==> src/rtl/gray_pkg.sv <==
// Shared types and helpers for the RGB frame fetch and gray conversion path.
package gray_pkg;

  typedef enum logic [2:0] {
    IDLE,
    RD_R,
    RD_G,
    RD_B,
    CAP,
    PRESENT,
    FIN
  } fetch_state_t;

  // Pixels per colour plane; also the spacing between plane base addresses.
  function automatic int npix(input int row, input int col);
    return row * col;
  endfunction

endpackage

==> src/rtl/rgb_plane_fetch_ctrl.sv <==
// Walks a planar R/G/B frame buffer through one shared byte memory and
// presents each assembled pixel to the gray converter over valid/ready.
module rgb_plane_fetch_ctrl
  import gray_pkg::*;
#(
  parameter int ROW = 1153,
  parameter int COL = 2048,
  localparam int NPIX = npix(ROW, COL),
  localparam int PIX_W = $clog2(NPIX),
  localparam int ADDR_W = $clog2(3 * NPIX)
) (
  input  logic              clk,
  input  logic              rst,
  input  logic              start,
  output logic              mem_rd,
  output logic [ADDR_W-1:0] mem_addr,
  input  logic [7:0]        mem_rdata,
  output logic              pix_valid,
  input  logic              pix_ready,
  output logic [7:0]        pix_red,
  output logic [7:0]        pix_green,
  output logic [7:0]        pix_blue,
  output logic [PIX_W-1:0]  pix_index,
  output logic              pix_last,
  output logic              busy,
  output logic              done
);

  localparam logic [ADDR_W-1:0] OFF_G    = ADDR_W'(NPIX);
  localparam logic [ADDR_W-1:0] OFF_B    = ADDR_W'(2 * NPIX);
  localparam logic [PIX_W-1:0]  LAST_IDX = PIX_W'(NPIX - 1);

  fetch_state_t state;
  logic [PIX_W-1:0]  idx;
  logic [ADDR_W-1:0] idx_ext;

  // Plane offsets are constant adds on the zero-extended index.
  assign idx_ext   = ADDR_W'(idx);
  assign pix_index = idx;

  always_ff @(posedge clk or posedge rst) begin
    if (rst) begin
      state     <= IDLE;
      idx       <= '0;
      mem_rd    <= 1'b0;
      mem_addr  <= '0;
      pix_valid <= 1'b0;
      pix_red   <= 8'd0;
      pix_green <= 8'd0;
      pix_blue  <= 8'd0;
      pix_last  <= 1'b0;
      busy      <= 1'b0;
      done      <= 1'b0;
    end else begin
      done <= 1'b0;
      case (state)
        IDLE: begin
          if (start) begin
            idx      <= '0;
            mem_rd   <= 1'b1;
            mem_addr <= '0;
            busy     <= 1'b1;
            state    <= RD_R;
          end
        end
        RD_R: begin
          mem_addr <= idx_ext + OFF_G;
          state    <= RD_G;
        end
        RD_G: begin
          // Data for the read issued last cycle arrives now.
          pix_red  <= mem_rdata;
          mem_addr <= idx_ext + OFF_B;
          state    <= RD_B;
        end
        RD_B: begin
          pix_green <= mem_rdata;
          mem_rd    <= 1'b0;
          mem_addr  <= '0;
          state     <= CAP;
        end
        CAP: begin
          pix_blue  <= mem_rdata;
          pix_valid <= 1'b1;
          pix_last  <= (idx == LAST_IDX);
          state     <= PRESENT;
        end
        PRESENT: begin
          if (pix_ready) begin
            pix_valid <= 1'b0;
            pix_last  <= 1'b0;
            if (pix_last) begin
              done  <= 1'b1;
              state <= FIN;
            end else begin
              idx      <= idx + PIX_W'(1);
              mem_rd   <= 1'b1;
              mem_addr <= idx_ext + ADDR_W'(1);
              state    <= RD_R;
            end
          end
        end
        FIN: begin
          busy  <= 1'b0;
          state <= IDLE;
        end
        default: begin
          state <= IDLE;
        end
      endcase
    end
  end

  a_rd_valid_excl: assert property (@(posedge clk) disable iff (rst)
    !(pix_valid && mem_rd));

  a_done_after_last: assert property (@(posedge clk) disable iff (rst)
    done |-> ($past(state) == PRESENT && $past(pix_last)));

  a_idx_in_range: assert property (@(posedge clk) disable iff (rst)
    32'(idx) < NPIX);

endmodule

==> config.mk <==
export PLATFORM = sky130hd
export DESIGN_NAME = rgb_plane_fetch_ctrl
export DESIGN_NICKNAME = d
export VERILOG_FILES = /design/src/rtl/gray_pkg.sv /design/src/rtl/rgb_plane_fetch_ctrl.sv
export SDC_FILE = /design/constraint.sdc
export NUM_CORES = 1
export LEC_CHECK = 0
export CAP_MARGIN = 15
export CORE_MARGIN = 1
export CORE_UTILIZATION = 52
export DETAILED_ROUTE_END_ITERATION = 7
export MAX_ROUTING_LAYER = met4
export PLACE_DENSITY_LB_ADDON = 0.25
export SYNTH_ARGS = -nofsm -noshare
export SYNTH_HDL_FRONTEND = slang
export SYNTH_SLANG_ARGS = --single-unit
export TNS_END_PERCENT = 100
==> constraint.sdc <==
create_clock -name clk -period 3 [get_ports clk]
set_clock_uncertainty 0.05 [all_clocks]
set_input_delay 0.3 -clock clk [delete_from_list [all_inputs] [get_ports clk]]
set_output_delay 0.3 -clock clk [all_outputs]
set_load 0.05 [all_outputs]
==> results of run 1 <==
## worst max-delay path: stages (launching register included)
cell     delay, ns
dfrtp_1       0.54
nand4_2       0.25
nor4_4        0.67
nand2_1       0.21
xnor2_1       0.17
a221o_1       0.31
## layout make-up
type	count	area [sq um]
Timing Repair Buffer	95	938
Inverter	7	26.3
Fill cell	617	2460
Clock inverter	7	57.6
Multi-Input combinational cell	316	2070
Clock buffer	9	124
Tap cell	102	128
Sequential cell	77	1930
## sequential cells by signal, indices dropped and copies added, names as in the netlist
register,count
pix_last,1
done,1
pix_valid,1
pix_green,8
pix_red,8
pix_index,22
mem_addr,23
busy,1
state,3
mem_rd,1
pix_blue,8
## layer usage
metal  up-vias  GRT usage [%]  wire length (um)
li1       1763              -                 -
met4         0           11.0               169
met2       224           42.7              5140
met5         -              -                 0
met3        22           6.03               978
met1      1880           39.4              4780
## Yosys cell counts (5+ instances only)
cell type / instances / area (sq um)
nand2b_1: 5 / 31.3
a31oi_1: 15 / 93.8
xnor2_1: 8 / 70.1
o31ai_1: 8 / 60.1
a22oi_1: 6 / 45.0
buf_2: 15 / 75.1
o21ai_0: 37 / 185
nand2_1: 37 / 139
a21oi_1: 39 / 195
and3_1: 10 / 62.6
clkbuf_1: 8 / 30.0
nor3_1: 6 / 30.0
nand3_1: 15 / 75.1
a22o_1: 8 / 70.1
a221o_1: 6 / 60.1
nand4_1: 5 / 31.3
inv_1: 6 / 22.5
o211ai_1: 5 / 37.5
dfrtp_1: 77 / 1930
nor2_1: 22 / 82.6
mux2_2: 24 / 270
## stage by stage
stage	setup WS [ns]	util, %
3_3_place_gp	0.728	65.8
2_1_floorplan	0.683	-
3_5_place_dp	0.701	65.8
5_1_grt	0.415	68.2
6_report	0.690	68.2
4_1_cts	0.687	68.2
## layout by cell type (no fill, tap or decap), types with 10 or more instances in the layout
master / count
clkdlybuf4s50_1: 85
a31oi_1: 15
nand2_1: 37
nand3_1: 15
dfrtp_1: 77
nor2_1: 22
o21ai_0: 37
and3_1: 10
mux2_2: 24
a21oi_1: 39
## worst min-delay path by stage
stage / endpoint / slack, ns
global placement: pix_valid / 0.41
detailed placement: mem_addr[3] / 0.42
CTS: pix_blue[2] / 0.31
finish: pix_green[2] / 0.27
floorplan: state[0] / 0.36
global route: mem_rd / 0.33
## report_power, final
group	total (mW)	internal, mW	switching (mW)	leakage (nW)
clock network	0.745	0.310	0.435	0.0829
logic	2.50	0.844	1.65	1.04
registers	1.48	1.30	0.188	1.00
## kinds of logic (layout without fill, tap and decap cells)
logic type      count (synthesis)  in the layout  synth area share, %
xor+xnor                        9              9                 1.89
mux                            25             25                 6.71
simple gates                  124            124                 15.8
buf+inv                        36            118                 4.32
flops                          77             77                 46.2
fa+ha+maj                       4              4                 1.20
compound gates                154            154                 23.9
==> impl_metrics.toml, run 1 <==
[synth]
synth.distinct_cells = 66
avgSynthCellArea_sq_um = 9.73
seq_area_frac_synth_pct = 46.2
synthCells = 429
synth_top_flop_cell = "dfrtp_1"
synth_edf_count = 0
ys_seq_elements = 77
synth.net_count = 445
async_flop_share_pct = 100
mappedNetlistArea_sq_mm = 0.00417
ys.warnings.count = 0

[clock_tree]
htreeDepth = 3
clk_latency_ns = 0.36
clock_sink_count = 77
cts-root-buf = "clkbuf_8"
cts_resized = 0
post-cts-setup-buffers = 0
cts_tree = "done"
clk_pin_slew_ns = 0.10
numCtsBuffers = 9
hold_buffers = 0
ctsLongestPathBuffers = 2

[layout]
drive_above_1_share_pct = 13.1
n_antenna_cell = 0
instances_no_fill = 613
syn2layout_area_growth_pct = 26.2
final_area_sq_mm = 0.00527
layout.nets = 522

[detailed_routing]
wl_mm = 11.1
firstDrtPassIters = 5
first_iter_violations = 393
vias = 3889
route.detailed.drc = 0
viasPerCell = 6.34
wl_per_cell_um = 18.1
drtAntennaViolNets = 0

[worst_setup_path]
reg2reg_from = "pix_index[3]"
r2r_slack_ns = 0.69
path_class = "reg2reg"
r2r.worst_path.cells = 5
rr_endpoint = "mem_addr[16]"
crit_arrival_ns = 2.51
start_kind = "register"
critPathRequiredTime_ns = 3.20
critPathMaxFanout = 11
cp-startpoint = "pix_index[3]"
crit_end = "mem_addr[16]"
end_kind = "register"

[timing]
fin_crit_sh_pct = 77.0
tightestPinTransition_ns = 0.843
hold_slack_ns = 0.269
max_freq_mhz = 433
rsz0062_at_grt = "false"
fin_tns_setup_ns = 0
fin_crit_ns = 2.31
slew_headroom_pct = 43.4
slew_violations = 0
setup_viol = 0
finalHoldViolCount = 0

[run_status]
outcome = "finished clean"

[pwr]
p_total_mw = 4.72
power_leakage_nw = 2.12
cellPowerDensity_mw_per_mm2 = 897
ir_worst_vdd_mv = 0.856

[die]
rows = 32
io_pins = 86
start_util_pct = 54.0
die_w_um = 91.6
dieArea_sq_mm = 0.00839
die_y_um = 91.6
core_area_sq_mm = 0.00773

[hold_path]
hp-class = "in2async"

[global_route]
grt_max_degree = 78
grt.total_usage_pct = 29.0
grt_pass1_wl_mm = 18.3
first_global_vias = 3698
antenna_found_initial = 0
grt_overflow_total = 0

[placed_design]
dp_hpwl_mm = 7.65
dp.cells = 597
routabilityCongestion = 0.950
port_buffers = 85
placed_cell_area_sq_mm = 0.00509

[run]
maxCapViolations = 0
(Power assumes the default switching activity.)
==> inputs of run 2 (changes only) <==
clock period = 2.2 ns   (was 3 ns; I/O delays follow)
==> impl_metrics.toml, run 2 (synthesis gave the netlist of run 1 again) <==
[detailed_routing]
drtAntennaViolNets = 0
route.detailed.drc = 0
vias = 3986
viasPerCell = 6.20
first_iter_violations = 341
wl_per_cell_um = 18.2
wl_mm = 11.7
firstDrtPassIters = 5

[timing]
fin_crit_ns = 2.11
fin_tns_setup_ns = 0
rsz0062_at_grt = "false"
setup_viol = 0
finalHoldViolCount = 0
max_freq_mhz = 475
slew_violations = 0
slew_headroom_pct = 58.5
tightestPinTransition_ns = 0.623
fin_crit_sh_pct = 95.7
hold_slack_ns = 0.185

[die]
core_area_sq_mm = 0.00773
die_w_um = 91.6
die_y_um = 91.6
start_util_pct = 54.0
io_pins = 86
rows = 32
dieArea_sq_mm = 0.00839

[placed_design]
placed_cell_area_sq_mm = 0.00533
routabilityCongestion = 0.930
dp.cells = 627
port_buffers = 85
dp_hpwl_mm = 8.58

[clock_tree]
htreeDepth = 3
post-cts-setup-buffers = 0
cts-root-buf = "clkbuf_8"
clk_latency_ns = 0.37
clock_sink_count = 77
clk_pin_slew_ns = 0.09
numCtsBuffers = 9
ctsLongestPathBuffers = 2
cts_tree = "done"

[layout]
largest_reg_flops = 23
syn2layout_area_growth_pct = 32.7
regMostFlops = "mem_addr"
final_cell_mix = "clkdlybuf4s50_1 (84), dfrtp_1 (76), a21oi_1 (39), buf_4 (38), o21ai_0 (37)"
drive_above_1_share_pct = 18.9
final_common_cell = "clkdlybuf4s50_1"
final_area_sq_mm = 0.00554
nFillCells = 570
final_core_util_pct = 71.7
instances_no_fill = 643
n_antenna_cell = 0
layout.nets = 552

[run]
maxCapViolations = 0

[worst_setup_path]
critPathMaxFanout = 8
critPathRequiredTime_ns = 1.93
path_class = "reg2out"
rr_endpoint = "mem_addr[12]"
reg2reg_from = "pix_index[9]"
end_kind = "primary output"
crit_arrival_ns = 1.84
cp_slowest_cell = "clkdlybuf4s50_1"
max_stage_delay_ns = 0.80
r2r.worst_path.cells = 5
start_kind = "register"
r2r_slack_ns = 0.17
cp_cell_sequence = "buf_4 -> clkdlybuf4s50_1"

[run_status]
outcome = "finished clean"

[hold_path]
hp-class = "in2async"

[pwr]
ir_worst_vdd_mv = 1.46
cellPowerDensity_mw_per_mm2 = 1200
power_leakage_nw = 2.31

[global_route]
grt_max_degree = 32
antenna_found_initial = 0
grt_pass1_wl_mm = 19.4
grt.total_usage_pct = 30.7
grt_overflow_total = 0
first_global_vias = 3949
-- run 2: what timing repair did --
| item | in CTS | in global routing |
|---|---|---|
| resized for setup | 0 | 5 |
| setup endpoints to repair | 0 | 6 |
| hold buffers | 0 | 0 |
| hold endpoints to repair | 0 | 0 |
-- run 2: critical path: cells and delay by family, from the launching register on --
family / cells / cell delay, ns
buffers and inverters: 2 / 0.99
flip-flops: 1 / 0.48
-- run 2: worst max-delay path by stage --
stage	from	to	slack, ns
3_5_place_dp	pix_ready	mem_addr[20]	0.14
4_1_cts	pix_index[14]	pix_index[14]	0.04
2_1_floorplan	pix_index[7]	mem_addr[16]	0.02
3_3_place_gp	pix_ready	mem_addr[20]	0.19
6_report	pix_index[15]	pix_index[15]	0.09
5_1_grt	pix_index[15]	pix_index[15]	0.02
-- run 2: cell type report --
cell class,count,area [sq um],share of cell area [%]
clock buffer,9,124,2.24
multi-input combinational,316,2090,37.6
inverter,7,30.0,0.542
clock inverter,7,66.3,1.20
timing repair buffer,125,1180,21.3
tap,102,128,2.30
sequential,77,1930,34.8
-- run 2: power by group --
part	leakage [nW]	internal [mW]	switching, mW	total [mW]
Sequential	0.999	1.77	0.238	2.01
Clock	0.0896	0.432	0.615	1.05
Combinational	1.22	1.26	2.34	3.61
-- run 2: metal layers --
metal  track usage [%]  routed length (um)  vias to the layer above
li1                  -                   -                     1824
met1              38.8                5050                     1932
met2              48.2                5520                      197
met3              6.62                 858                       33
met4              12.3                 296                        0
met5                 -                   0                        -
-- run 2: through the flow --
step / total power, mW / setup slack, ns
4_1_cts: 6.65 / 0.0386
3_3_place_gp: 5.50 / 0.193
6_report: 6.66 / 0.0942
2_1_floorplan: 4.33 / 0.0240
3_5_place_dp: 5.60 / 0.144
5_1_grt: 6.98 / 0.0178
==> inputs of run 3 (changes only) <==
--- a/config.mk
+++ b/config.mk
@@ -13,2 +13,3 @@
 export PLACE_DENSITY_LB_ADDON = 0.25
+export SETUP_SLACK_MARGIN = 0.3
 export SYNTH_ARGS = -nofsm -noshare
==> constraint.sdc (replaced) <==
create_clock -name clk -period 2.2 [get_ports clk]
set_clock_uncertainty 0.05 [all_clocks]
set_input_delay 0.33 -clock clk [delete_from_list [all_inputs] [get_ports clk]]
set_output_delay 0.33 -clock clk [all_outputs]
set_load 0.05 [all_outputs]
==> impl_metrics.toml, run 3 (synthesis gave the netlist of run 1 again) <==
[worst_setup_path]
crit_arrival_ns = 2.12
critPathRequiredTime_ns = 2.44
r2r_slack_ns = 0.32
reg2reg_from = "pix_index[0]"
end_kind = "register"
critPathMaxFanout = 6
path_class = "reg2reg"
start_kind = "register"
rr_endpoint = "mem_addr[17]"
r2r.worst_path.cells = 6

[die]
core_area_sq_mm = 0.00773
start_util_pct = 54.0
dieArea_sq_mm = 0.00839
rows = 32
die_w_um = 91.6
io_pins = 86
die_y_um = 91.6

[pwr]
power_frac_comb_pct = 54.2
p_int_mw = 3.60
power_leakage_nw = 2.66
p_total_mw = 6.84
swShare_pct = 47.3
cellPowerDensity_mw_per_mm2 = 1200
ir_worst_vdd_mv = 1.07
p_seq_share_pct = 29.1
switching_power_mw = 3.24
clkPwrFrac_pct = 16.8

[layout]
n_antenna_cell = 0
layout.nets = 563
nFillCells = 545
drive_above_1_share_pct = 26.8
instances_no_fill = 654
final_area_sq_mm = 0.00572
final_common_cell = "dlygate4sd2_1"
final_core_util_pct = 74.0
largest_reg_flops = 23
final_cell_mix = "dlygate4sd2_1 (66), dfrtp_1 (57), buf_4 (45), o21ai_0 (37), a21oi_1 (35)"
regMostFlops = "mem_addr"
syn2layout_area_growth_pct = 37.0

[timing]
setup_viol = 0
rsz0062_at_grt = "true"
fin_tns_setup_ns = 0
hold_slack_ns = 0.373
finalHoldViolCount = 0
slew_violations = 0
tightestPinTransition_ns = 0.569
max_freq_mhz = 533
setup_slack_ns = 0.324
slew_headroom_pct = 61.9
fin_crit_sh_pct = 85.3
fin_crit_ns = 1.88

[global_route]
first_global_vias = 3869
grt_max_degree = 78
met3_usage_pct = 5.61
top_usage_layer = "met2"
grt.total_usage_pct = 30.7
grt_overflow_total = 0
grt_util_met1_pct = 39.7
use_met2_pct = 46.7
antenna_found_initial = 0
grt_pass1_wl_mm = 19.5

[clock_tree]
clock_sink_count = 77
ctsLongestPathBuffers = 2
hold_buffers = 0
htreeDepth = 3
cts-root-buf = "clkbuf_8"
numCtsBuffers = 9
clk_latency_ns = 0.36
cts_tree = "done"
clk_pin_slew_ns = 0.09

[run_status]
outcome = "finished clean"

[detailed_routing]
wl_per_cell_um = 18.7
drtAntennaViolNets = 0
viasPerCell = 6.28
route.detailed.drc = 0
wl_mm = 12.2
firstDrtPassIters = 5
vias = 4109
first_iter_violations = 343

[placed_design]
port_buffers = 85
post-place-ws_ns = -0.0821
placed_cell_area_sq_mm = 0.00532
dp_hpwl_mm = 8.20
routabilityCongestion = 0.918
dp.cells = 621

[hold_path]
hp-class = "in2async"

[run]
maxCapViolations = 0
run 3: area by class of cell:
type / instances / area, sq um / share of cell area, %
Sequential cell: 77 / 1950 / 34.1
Tap cell: 102 / 128 / 2.23
Clock buffer: 10 / 138 / 2.41
Multi-Input combinational cell: 316 / 2180 / 38.2
Timing Repair Buffer: 136 / 1220 / 21.3
Inverter: 7 / 30.0 / 0.525
Clock inverter: 6 / 70.1 / 1.23
run 3: routing by layer:
metal | up-vias | part of all wire (%)
met5 | - | 0
met4 | 0 | 2.9
met1 | 1988 | 41
met2 | 244 | 48
li1 | 1842 | -
met3 | 35 | 8.1
run 3: how the worst max path moves through the flow:
stage	startpoint	endpoint	slack, ns	cells past startpoint
final	pix_index[0]	mem_addr[17]	0.32	6
after global routing	state[1]	mem_addr[16]	0.24	7
after CTS	pix_index[14]	pix_index[14]	0.27	1
after detailed placement	start	mem_addr[9]	-0.08	7
after global placement	start	mem_addr[0]	-0.03	6
after floorplan	pix_index[16]	mem_addr[18]	0.27	7
run 3: critical path, cell delays in order (launching register included):
cell and delay (ns):
dfrtp_2 0.44, buf_4 0.14, and3_1 0.29, nand3_1 0.18, or3_1 0.39, a21oi_2 0.17, a221o_1 0.16
run 3: timing repair:
action                                  CTS  global route
endpoints found under the setup margin   90            50
cloned                                    0             0
pin swaps                                 0             1
setup buffers                             5            12
gates resized for setup                  74            26
run 3: power by group through the flow:
| stage | logic (mW) | clock network (mW) | registers [mW] |
|---|---|---|---|
| floorplan | 1.21 | 0 | 3.13 |
| global placement | 3.55 | 0 | 2.01 |
| detailed placement | 3.61 | 0 | 2.03 |
| CTS | 3.52 | 1.15 | 1.99 |
| global route | 3.90 | 1.20 | 2.04 |
| finish | 3.71 | 1.15 | 1.99 |
